==> src/rtl/lut_eval_if.sv <==
// Bus bundle for lut_eval: table-load channel, evaluation channel and,
// when LUT_EVAL_READBACK_EN is defined, the table readback port.
interface lut_eval_if #(
  parameter int N = 4
) ();
  logic         cfg_start;
  logic         cfg_valid;
  logic         cfg_bit;
  logic         cfg_busy;
  logic         cfg_done;
  logic         in_valid;
  logic [N-1:0] in_vec;
  logic         in_ready;
  logic         out_valid;
  logic         out_f;
`ifdef LUT_EVAL_READBACK_EN
  logic [N-1:0] rd_addr;
  logic         rd_data;

  modport master (
    output cfg_start, cfg_valid, cfg_bit, in_valid, in_vec, rd_addr,
    input  cfg_busy, cfg_done, in_ready, out_valid, out_f, rd_data
  );
  modport slave (
    input  cfg_start, cfg_valid, cfg_bit, in_valid, in_vec, rd_addr,
    output cfg_busy, cfg_done, in_ready, out_valid, out_f, rd_data
  );
`else
  modport master (
    output cfg_start, cfg_valid, cfg_bit, in_valid, in_vec,
    input  cfg_busy, cfg_done, in_ready, out_valid, out_f
  );
  modport slave (
    input  cfg_start, cfg_valid, cfg_bit, in_valid, in_vec,
    output cfg_busy, cfg_done, in_ready, out_valid, out_f
  );
`endif
endinterface

==> src/rtl/lut_eval.sv <==
// N-input lookup-table evaluator: serially loaded 2^N-bit truth table, then
// one registered evaluation per cycle. Optional readback: LUT_EVAL_READBACK_EN.
module lut_eval #(
  parameter int N = 4
) (
  input  logic          clk,
  input  logic          rst,
  lut_eval_if.slave     lut_if,
  output logic [1:0]    state_o
);
  localparam int DEPTH = 1 << N;

  // Handshakes: a table bit transfers on a LOAD cycle with cfg_valid=1 and
  // cfg_start=0; an evaluation transfers on any cycle with in_valid && in_ready,
  // and its result appears with out_valid exactly one cycle later.
  typedef enum logic [1:0] {
    ST_UNCFG = 2'd0,
    ST_LOAD  = 2'd1,
    ST_RUN   = 2'd2
  } state_e;

  state_e           state_q, state_d;
  logic [N-1:0]     cnt_q, cnt_d;
  logic [DEPTH-1:0] table_q, table_d;
  logic             cfg_done_q, cfg_done_d;
  logic             out_valid_q, out_valid_d;
  logic             out_f_q, out_f_d;

  always_comb begin
    state_d     = state_q;
    cnt_d       = cnt_q;
    table_d     = table_q;
    cfg_done_d  = 1'b0;
    out_valid_d = 1'b0;
    out_f_d     = out_f_q;
    unique case (state_q)
      ST_UNCFG: begin
        if (lut_if.cfg_start) begin
          state_d = ST_LOAD;
          cnt_d   = '0;
        end
      end
      ST_LOAD: begin
        // A restart discards any bit presented in the same cycle.
        if (lut_if.cfg_start) begin
          cnt_d = '0;
        end else if (lut_if.cfg_valid) begin
          table_d[cnt_q] = lut_if.cfg_bit;
          cnt_d          = cnt_q + N'(1);
          if (cnt_q == {N{1'b1}}) begin
            state_d    = ST_RUN;
            cfg_done_d = 1'b1;
          end
        end
      end
      ST_RUN: begin
        // The table is only rewritten from LOAD, so an evaluation accepted
        // alongside cfg_start still sees the old contents.
        if (lut_if.in_valid) begin
          out_valid_d = 1'b1;
          out_f_d     = table_q[lut_if.in_vec];
        end
        if (lut_if.cfg_start) begin
          state_d = ST_LOAD;
          cnt_d   = '0;
        end
      end
      default: begin
        state_d = ST_UNCFG;
      end
    endcase
  end

  always_ff @(posedge clk) begin
    if (rst) begin
      state_q     <= ST_UNCFG;
      cnt_q       <= '0;
      table_q     <= '0;
      cfg_done_q  <= 1'b0;
      out_valid_q <= 1'b0;
      out_f_q     <= 1'b0;
    end else begin
      state_q     <= state_d;
      cnt_q       <= cnt_d;
      table_q     <= table_d;
      cfg_done_q  <= cfg_done_d;
      out_valid_q <= out_valid_d;
      out_f_q     <= out_f_d;
    end
  end

  assign lut_if.cfg_busy  = (state_q == ST_LOAD);
  assign lut_if.in_ready  = (state_q == ST_RUN);
  assign lut_if.cfg_done  = cfg_done_q;
  assign lut_if.out_valid = out_valid_q;
  assign lut_if.out_f     = out_f_q;
  assign state_o          = state_q;

`ifdef LUT_EVAL_READBACK_EN
  logic rd_data_q;

  always_ff @(posedge clk) begin
    if (rst) begin
      rd_data_q <= 1'b0;
    end else begin
      rd_data_q <= table_q[lut_if.rd_addr];
    end
  end

  assign lut_if.rd_data = rd_data_q;
`endif
endmodule

==> src/flat_wrapper.sv <==
// flat-port wrapper written by rule: the top's interface ports become plain ports
module lut_eval_flat 
#(
  parameter int N = 4
)
  (clk, rst, state_o, lut_if_cfg_start, lut_if_cfg_valid, lut_if_cfg_bit, lut_if_in_valid, lut_if_in_vec, lut_if_cfg_busy, lut_if_cfg_done, lut_if_in_ready, lut_if_out_valid, lut_if_out_f);
  lut_eval_if #(.N(N)) lut_if_i ();
  input  logic clk;
  input  logic rst;
  output logic [1:0] state_o;
  input wire logic [$bits(lut_if_i.cfg_start)-1:0] lut_if_cfg_start;
  input wire logic [$bits(lut_if_i.cfg_valid)-1:0] lut_if_cfg_valid;
  input wire logic [$bits(lut_if_i.cfg_bit)-1:0] lut_if_cfg_bit;
  input wire logic [$bits(lut_if_i.in_valid)-1:0] lut_if_in_valid;
  input wire logic [$bits(lut_if_i.in_vec)-1:0] lut_if_in_vec;
  output wire logic [$bits(lut_if_i.cfg_busy)-1:0] lut_if_cfg_busy;
  output wire logic [$bits(lut_if_i.cfg_done)-1:0] lut_if_cfg_done;
  output wire logic [$bits(lut_if_i.in_ready)-1:0] lut_if_in_ready;
  output wire logic [$bits(lut_if_i.out_valid)-1:0] lut_if_out_valid;
  output wire logic [$bits(lut_if_i.out_f)-1:0] lut_if_out_f;
  assign lut_if_i.cfg_start = lut_if_cfg_start;
  assign lut_if_i.cfg_valid = lut_if_cfg_valid;
  assign lut_if_i.cfg_bit = lut_if_cfg_bit;
  assign lut_if_i.in_valid = lut_if_in_valid;
  assign lut_if_i.in_vec = lut_if_in_vec;
  assign lut_if_cfg_busy = lut_if_i.cfg_busy;
  assign lut_if_cfg_done = lut_if_i.cfg_done;
  assign lut_if_in_ready = lut_if_i.in_ready;
  assign lut_if_out_valid = lut_if_i.out_valid;
  assign lut_if_out_f = lut_if_i.out_f;
  lut_eval #(.N(N)) u_core (.clk(clk), .rst(rst), .lut_if(lut_if_i), .state_o(state_o));
endmodule
==> config.mk <==
export PLATFORM = sky130hd
export DESIGN_NAME = lut_eval_flat
export DESIGN_NICKNAME = d
export VERILOG_FILES = /design/src/rtl/lut_eval_if.sv /design/src/rtl/lut_eval.sv /design/src/flat_wrapper.sv
export SDC_FILE = /design/constraint.sdc
export NUM_CORES = 1
export LEC_CHECK = 0
export ABC_AREA = 1
export CORE_MARGIN = 2
export CORE_UTILIZATION = 43
export DETAILED_ROUTE_END_ITERATION = 16
export PLACE_DENSITY = 0.78
export REMOVE_ABC_BUFFERS = 1
export SLEW_MARGIN = 30
export SYNTH_ARGS = -nofsm -noshare
export SYNTH_HDL_FRONTEND = slang
export SYNTH_SLANG_ARGS = --single-unit
==> constraint.sdc <==
create_clock -name clk -period 1.15 [get_ports clk]
set_clock_uncertainty 0.1 [all_clocks]
set_input_delay 0.23 -clock clk [delete_from_list [all_inputs] [get_ports clk]]
set_output_delay 0.23 -clock clk [all_outputs]
set_load 0.01 [all_outputs]
==> flow_metrics.py <==
metrics = {
    "route": {
        "dr.pass1.iters": 4,
        "post-route-drc-count": 0,
        "wl_um": 3520,
        "ant_nets": 0,
        "avgRoutedWirePerCell_um": 13.2,
        "vias": 1394,
        "viasPerCell": 5.22,
        "drt_iter0_drc": 97,
    },
    "sta": {
        "rsz0062_at_grt": "true",
        "layout_setup_ws_ns": -0.236,
        "slew_violations": 0,
        "slew-limit-headroom_pct": 84.8,
        "finalCritPeriodShare_pct": 121,
        "max_freq_mhz": 722,
        "tightest_slew_ns": 0.228,
        "min_period_ns": 1.39,
        "setup_violations": 27,
        "hold_violations": 0,
    },
    "critical_path": {
        "cp.required_ns": 1.29,
        "crit_chain": "nand2_4 > clkinv_2 > buf_6 > nand3_4 > nor2_4 > inv_2 > nor3_1 > nor3_1",
        "cpPeakStageDelay_ns": 0.42,
        "crit_path_max_fanout": 4,
        "cp_top_family": "simple AND/OR/NAND/NOR gates",
        "crit_type": "reg2reg",
        "end_kind": "flop",
        "cpMostUsedCell": "nor3_1",
        "arrival_ns": 1.52,
        "critPathLaunchType": "flop",
        "slowest_stage": "dfxtp_4",
        "cp.buffers_inverters": 3,
        "r2r_setup_slack_ns": -0.24,
    },
    "grt": {
        "grt_first_pass_wirelength_um": 5640,
        "grt_util_all_layers_pct": 21.2,
        "antenna_found_initial": 0,
        "grt_max_degree": 26,
        "grt_pass1_vias": 1246,
        "grt_overflow": 0,
    },
    "cts": {
        "clock_sinks": 25,
        "htreeDepth": 1,
        "clk_root_buffer_cell": "clkbuf_4",
        "clkTransAtPathRegs_ns": 0.14,
        "tritoncts": "done",
        "clk_latency_ns": 0.33,
        "clockBufferDepth": 2,
        "cts_buffers": 3,
    },
    "die": {
        "dieHeight_um": 59.7,
        "die-area_sq_um": 3570,
        "die_width_um": 59.7,
        "num_rows": 20,
        "initial_utilization_pct": 44.5,
        "pin_count": 17,
        "coreArea_sq_um": 3000,
    },
    "outcome": {
        "outcome": "finished with violations",
        "violations": "setup timing",
    },
    "yosys": {
        "yosysSeqAreaShare_pct": 37.5,
        "yosys_register_bits": 25,
        "yosys_warnings": 0,
        "syn_inst": 191,
        "yosys.cell_types.count": 26,
        "syn_area_sq_um": 1340,
        "syn_area_per_cell_sq_um": 6.99,
    },
    "run": {
        "maxCapViolCount": 0,
    },
    "power_and_ir_drop": {
        "p_comb_share_pct": 16.1,
        "leakage_nw": 0.782,
        "seq_power_share_pct": 57.8,
        "switching_share_pct": 26.4,
        "clockPowerShare_pct": 26.1,
        "p_per_area_nw_per_um2": 760,
        "peakVddDrop_uv": 381,
        "internal-power_w": 0.00112,
        "p_switching_w": 0.000402,
    },
    "placement": {
        "portBuffers": 16,
        "dpl_worst_slack_ns": -0.468,
        "gp_congestion": 0.848,
        "dp_hpwl_um": 2280,
        "placed_cells": 260,
    },
    "hold_path": {
        "hold_class": "reg2reg",
    },
    "layout": {
        "antenna_cells": 0,
        "instances_no_fill": 267,
        "syn_to_final_growth_pct": 49.9,
        "num-nets-final": 249,
        "drive_gt1_share_pct": 43.6,
    },
}
## layout make-up
class | count | area (sq um)
clock inverters | 1 | 5.00
fillers | 234 | 1000
well taps | 33 | 41.3
repair buffers | 45 | 425
multi-input cells | 125 | 838
inverters | 35 | 155
clock buffers | 3 | 22.5
flip-flops and latches | 25 | 513
## cell usage in the layout (no fill, tap or decap), types with 7 or more instances in the layout
cell,n
o21ai_1,7
nand2_1,31
nand3_1,16
clkdlybuf4s50_1,8
a21oi_2,9
inv_1,21
inv_2,8
nor2_1,7
dfxtp_1,19
o21ai_2,8
nand3_2,9
buf_4,19
buf_6,12
a21oi_1,11
## worst reg2reg max path, stage by stage, from the launching register on
cell and delay, ns:
dfxtp_4 0.42, nand2_4 0.07, clkinv_2 0.05, buf_6 0.09, nand3_4 0.11, nor2_4 0.16, inv_2 0.08, nor3_1 0.15
nor3_1 0.08
## logic make-up after synthesis
| kind of cell | synth area share (%) |
|---|---|
| AND/OR/NAND/NOR | 29.4 |
| buffers and inverters | 12.8 |
| AO/OA/AOI/OAI | 15.8 |
| flip-flops | 37.5 |
| adder cells (fa/ha/maj) | 3.75 |
| XOR/XNOR | 0.656 |
## through the flow
stage	hold WS, ns	total power [W]	cell area [sq um]	TNS [ns]	util, %
6_report	0.380	0.00152	2000	-4.78	66.6
5_1_grt	0.395	0.00159	2000	-6.77	66.6
4_1_cts	0.379	0.00151	1870	-3.92	62.1
3_5_place_dp	0.366	0.00111	1730	-10.39	57.6
3_3_place_gp	0.357	0.00111	1730	-9.85	57.6
2_1_floorplan	0.199	0.000968	1310	-2.61	-
## state kept, by name, indices dropped and copies added (netlist names)
| register | flops |
|---|---|
| u_core.table_q | 16 |
| u_core.state_o | 2 |
| u_core.cnt_q | 4 |
| u_core.lut_if.out_valid | 1 |
| u_core.lut_if.out_f | 1 |
| u_core.lut_if.cfg_done | 1 |
## Yosys cell counts
cell / number / area share, %
a211oi_1: 2 / 1.1
a211oi_2: 1 / 0.94
a21oi_1: 20 / 7.5
a311oi_1: 1 / 0.66
buf_2: 3 / 1.1
clkbuf_1: 3 / 0.84
clkinv_2: 1 / 0.37
clkinv_4: 2 / 1.3
dfxtp_1: 25 / 37
ha_1: 4 / 3.7
inv_1: 30 / 8.4
inv_2: 1 / 0.28
inv_4: 1 / 0.47
nand2_1: 36 / 10
nand2_2: 1 / 0.47
nand2_4: 2 / 1.7
nand3_1: 25 / 9.4
nand3_4: 1 / 1.3
nand3b_1: 1 / 0.56
nand4_1: 2 / 0.94
nor2_1: 9 / 2.5
nor2_4: 2 / 1.7
nor3_1: 2 / 0.75
o21ai_0: 12 / 4.5
o21ai_1: 3 / 1.1
xor2_1: 1 / 0.66
## routing by layer
metal	track usage (%)	up-vias	wire [um]
li1	-	712	-
met1	26.5	655	1540
met2	36.2	20	1850
met3	3.03	7	63
met4	8.89	0	70
met5	0	-	0
## path summary, 6_finish.rpt
path,start,to,cells after the start
worst max-delay path,u_core.state_o[0]$_SDFFE_PP0P_,u_core.table_q[13]$_SDFFE_PP0P_,8
worst min-delay path,u_core.table_q[10]$_SDFFE_PP0P_,u_core.table_q[10]$_SDFFE_PP0P_,2
worst max register to register,u_core.state_o[0]$_SDFFE_PP0P_,u_core.table_q[13]$_SDFFE_PP0P_,8
worst min register to register,u_core.table_q[10]$_SDFFE_PP0P_,u_core.table_q[10]$_SDFFE_PP0P_,2
## power by group through the flow
stage	Clock [W]	Sequential (W)	Combinational, W
after detailed placement	0	0.000896	0.000213
after global placement	0	0.000896	0.000211
final	0.000397	0.000878	0.000244
after global routing	0.000445	0.000879	0.000265
after CTS	0.000404	0.000877	0.000229
after floorplan	0	0.000898	0.0000706
## repair_timing
action | 4_1_cts | 5_1_grt
buffers inserted | 3 | 0
setup endpoints to repair | 31 | 31
pin swaps | 15 | 9
gates resized for setup | 75 | 38
hold buffers | 0 | 0
Power figures use the tool's default switching activity.
==> edit (config.mk and constraints unchanged) <==
`N` is set to 4 in 3 places; all go to 2.
--- a/src/rtl/lut_eval_if.sv
+++ b/src/rtl/lut_eval_if.sv
@@ -2,5 +2,5 @@
 // when LUT_EVAL_READBACK_EN is defined, the table readback port.
 interface lut_eval_if #(
-  parameter int N = 4
+  parameter int N = 2
 ) ();
   logic         cfg_start;
--- a/src/rtl/lut_eval.sv
+++ b/src/rtl/lut_eval.sv
@@ -2,5 +2,5 @@
 // one registered evaluation per cycle. Optional readback: LUT_EVAL_READBACK_EN.
 module lut_eval #(
-  parameter int N = 4
+  parameter int N = 2
 ) (
   input  logic          clk,
--- a/src/flat_wrapper.sv
+++ b/src/flat_wrapper.sv
@@ -2,5 +2,5 @@
 module lut_eval_flat 
 #(
-  parameter int N = 4
+  parameter int N = 2
 )
   (clk, rst, state_o, lut_if_cfg_start, lut_if_cfg_valid, lut_if_cfg_bit, lut_if_in_valid, lut_if_in_vec, lut_if_cfg_busy, lut_if_cfg_done, lut_if_in_ready, lut_if_out_valid, lut_if_out_f);
Ports: changed (resized lut_if_in_vec); port bits go from 17 to 15. The function was not compared with the original's and may differ.
==> edit against the unedited design <==
The run still ends with setup timing left; die area decreased by 52%; sequential power decreased by 54%; count of clock-buffer cells in the layout increased by 1; total power decreased by 44%; cell area decreased by 52%; wire length decreased by 54%; critical path type is now reg -> out; sequential cell count decreased by 14; critical path depth decreased by 5; synthesized area decreased by 55%; setup slack improved by 0.13 ns.
==> edit: results (changes against the unedited design) <==
Tightest Pin Transition=0.2216 ns (was 0.2284 ns); dpl hpwl=1057 µm (was 2277 µm); Worst-path clk slew=0.07 ns (was 0.14 ns); root buf cell=clkbuf_4 (unchanged); Critical Path AT=0.92 ns (was 1.52 ns); slack of the worst reg-to-reg path=0.04 ns (was -0.24 ns); ys async rst share=0% (unchanged); failing checks=setup timing (unchanged); sequential share of the synthesized area=36.51% (was 37.49%); Yosys cell types=12 (was 26); first-pass GRT wire length=2428 µm (was 5637 µm); vias per cell=4.775 (was 5.221); gpl congestion=0.7752 (was 0.8478); ranking of synthesized cells by area=dfxtp_1 (37%), nand2_1 (16%), inv_1 (14%) (was dfxtp_1 (37%), nand2_1 (10%), nand3_1 (9.4%)); Leak=0.4927 nW (was 0.7818 nW); Setup WS post-layout=-0.1011 ns (was -0.2359 ns); Most flops, register=u_core.table_q (unchanged); Clock Latency Late Sink=0.27 ns (was 0.33 ns); wire per inst=11.37 µm (was 13.19 µm); Ys Warns=0 (unchanged); layout cell share with drive strength beyond 1=34.65% (was 43.59%); initial antenna violation count=0 (unchanged); Final nets=140 (was 249); maximum vdd ir drop=0.0006545 V (was 0.0003809 V); list of most frequent post-synthesis cells=nand2_1 (26), inv_1 (22), nor2_1 (13) (was nand2_1 (36), inv_1 (30), dfxtp_1 (25), nand3_1 (25), a21oi_1 (20)); CTS buffer count=3 (unchanged); max FFs per register=4 (was 16); Initial DRC Count=16 (was 97); status=finished, violations left (unchanged); Sw Ratio=27.06% (was 26.43%); Max Buffers Root-to-Sink=2 (unchanged); Fill cells=108 (was 234); Hold WC Path Type=in -> reg (was reg -> reg); largest net degree at the start of global routing=8 (was 26); CP Max Fanout=3 (was 4); Top FF cell, synth=dfxtp_1 (unchanged); n_diodes=0 (unchanged); I/O Buffers=14 (was 16); number of global-route vias before repair=596 (was 1246); Post-Place Worst Slack=-0.2776 ns (was -0.4679 ns); First-pass DRT Iterations=4 (unchanged); Placed Area=837.1 µm² (was 1730 µm²); H-tree depth=1 (unchanged); global-route usage over all layers=18.64% (was 21.21%); # setup viols final=4 (was 27)
edit: worst max-delay path: stages, from the launching register on:
cell,delay (ns)
dfxtp_2,0.36
inv_4,0.05
nor2_2,0.10
buf_2,0.14
edit: what timing repair did:
item,in CTS,in global routing
setup buffers,2,1
setup endpoints to repair,11,11
resized for setup,40,22
pin swaps,1,5
hold buffers,0,0
edit: logic make-up after synthesis:
family	count (synthesis)	synth area share, %
simple gates	54	37.55
buf+inv	23	14.31
flops	11	36.51
compound gates	4	3.318
fa+ha+maj	4	8.299
edit: worst paths after layout:
path                                          end              start  cells past startpoint
worst min-delay path            u_core.state_o[0]   lut_if_cfg_valid                      4
worst max-delay path              lut_if_in_ready  u_core.state_o[1]                      3
worst max register to register  u_core.state_o[0]  u_core.state_o[0]                      5
worst min register to register  u_core.table_q[3]  u_core.table_q[3]                      4
edit: per-layer routing:
| metal | vias up | routed length (µm) | share of wire, % | GRT usage [%] |
|---|---|---|---|---|
| met5 | - | 0 | 0 | 0 |
| met4 | 0 | 48 | 3.0 | 11.61 |
| met3 | 7 | 83 | 5.1 | 3.478 |
| met2 | 23 | 805 | 50 | 32.81 |
| met1 | 300 | 678 | 42 | 20.27 |
| li1 | 348 | - | - | - |
edit: cell type report:
| class | count | area [µm²] | area share, % |
|---|---|---|---|
| timing repair buffer | 27 | 240.2 | 24.84 |
| inverter | 23 | 88.84 | 9.185 |
| sequential | 11 | 234.0 | 24.19 |
| tap | 15 | 18.77 | 1.940 |
| multi-input combinational | 62 | 359.1 | 37.13 |
| clock buffer | 4 | 26.28 | 2.717 |
edit: power groups by stage:
stage / combinational, mW / clock [mW] / sequential (mW)
after floorplan: 0.0651 / 0 / 0.409
after global placement: 0.143 / 0 / 0.407
after detailed placement: 0.145 / 0 / 0.408
after CTS: 0.155 / 0.279 / 0.401
after global routing: 0.203 / 0.291 / 0.403
final: 0.184 / 0.263 / 0.402
edit: metrics by stage:
stage                     utilization [%]  power, mW  cells    TNS (ns)  hold WS (ns)
final                               74.33     0.8487    142     -0.2604        0.3022
after CTS                           68.08     0.8343    141     -0.2315        0.4223
after global placement              64.33     0.5504    135      -2.727        0.4070
after detailed placement            64.33     0.5529    135      -3.038        0.4089
after floorplan                         -     0.4745     96  -0.0006539        0.1991
after global routing                74.33     0.8969    142     -0.3450        0.3376
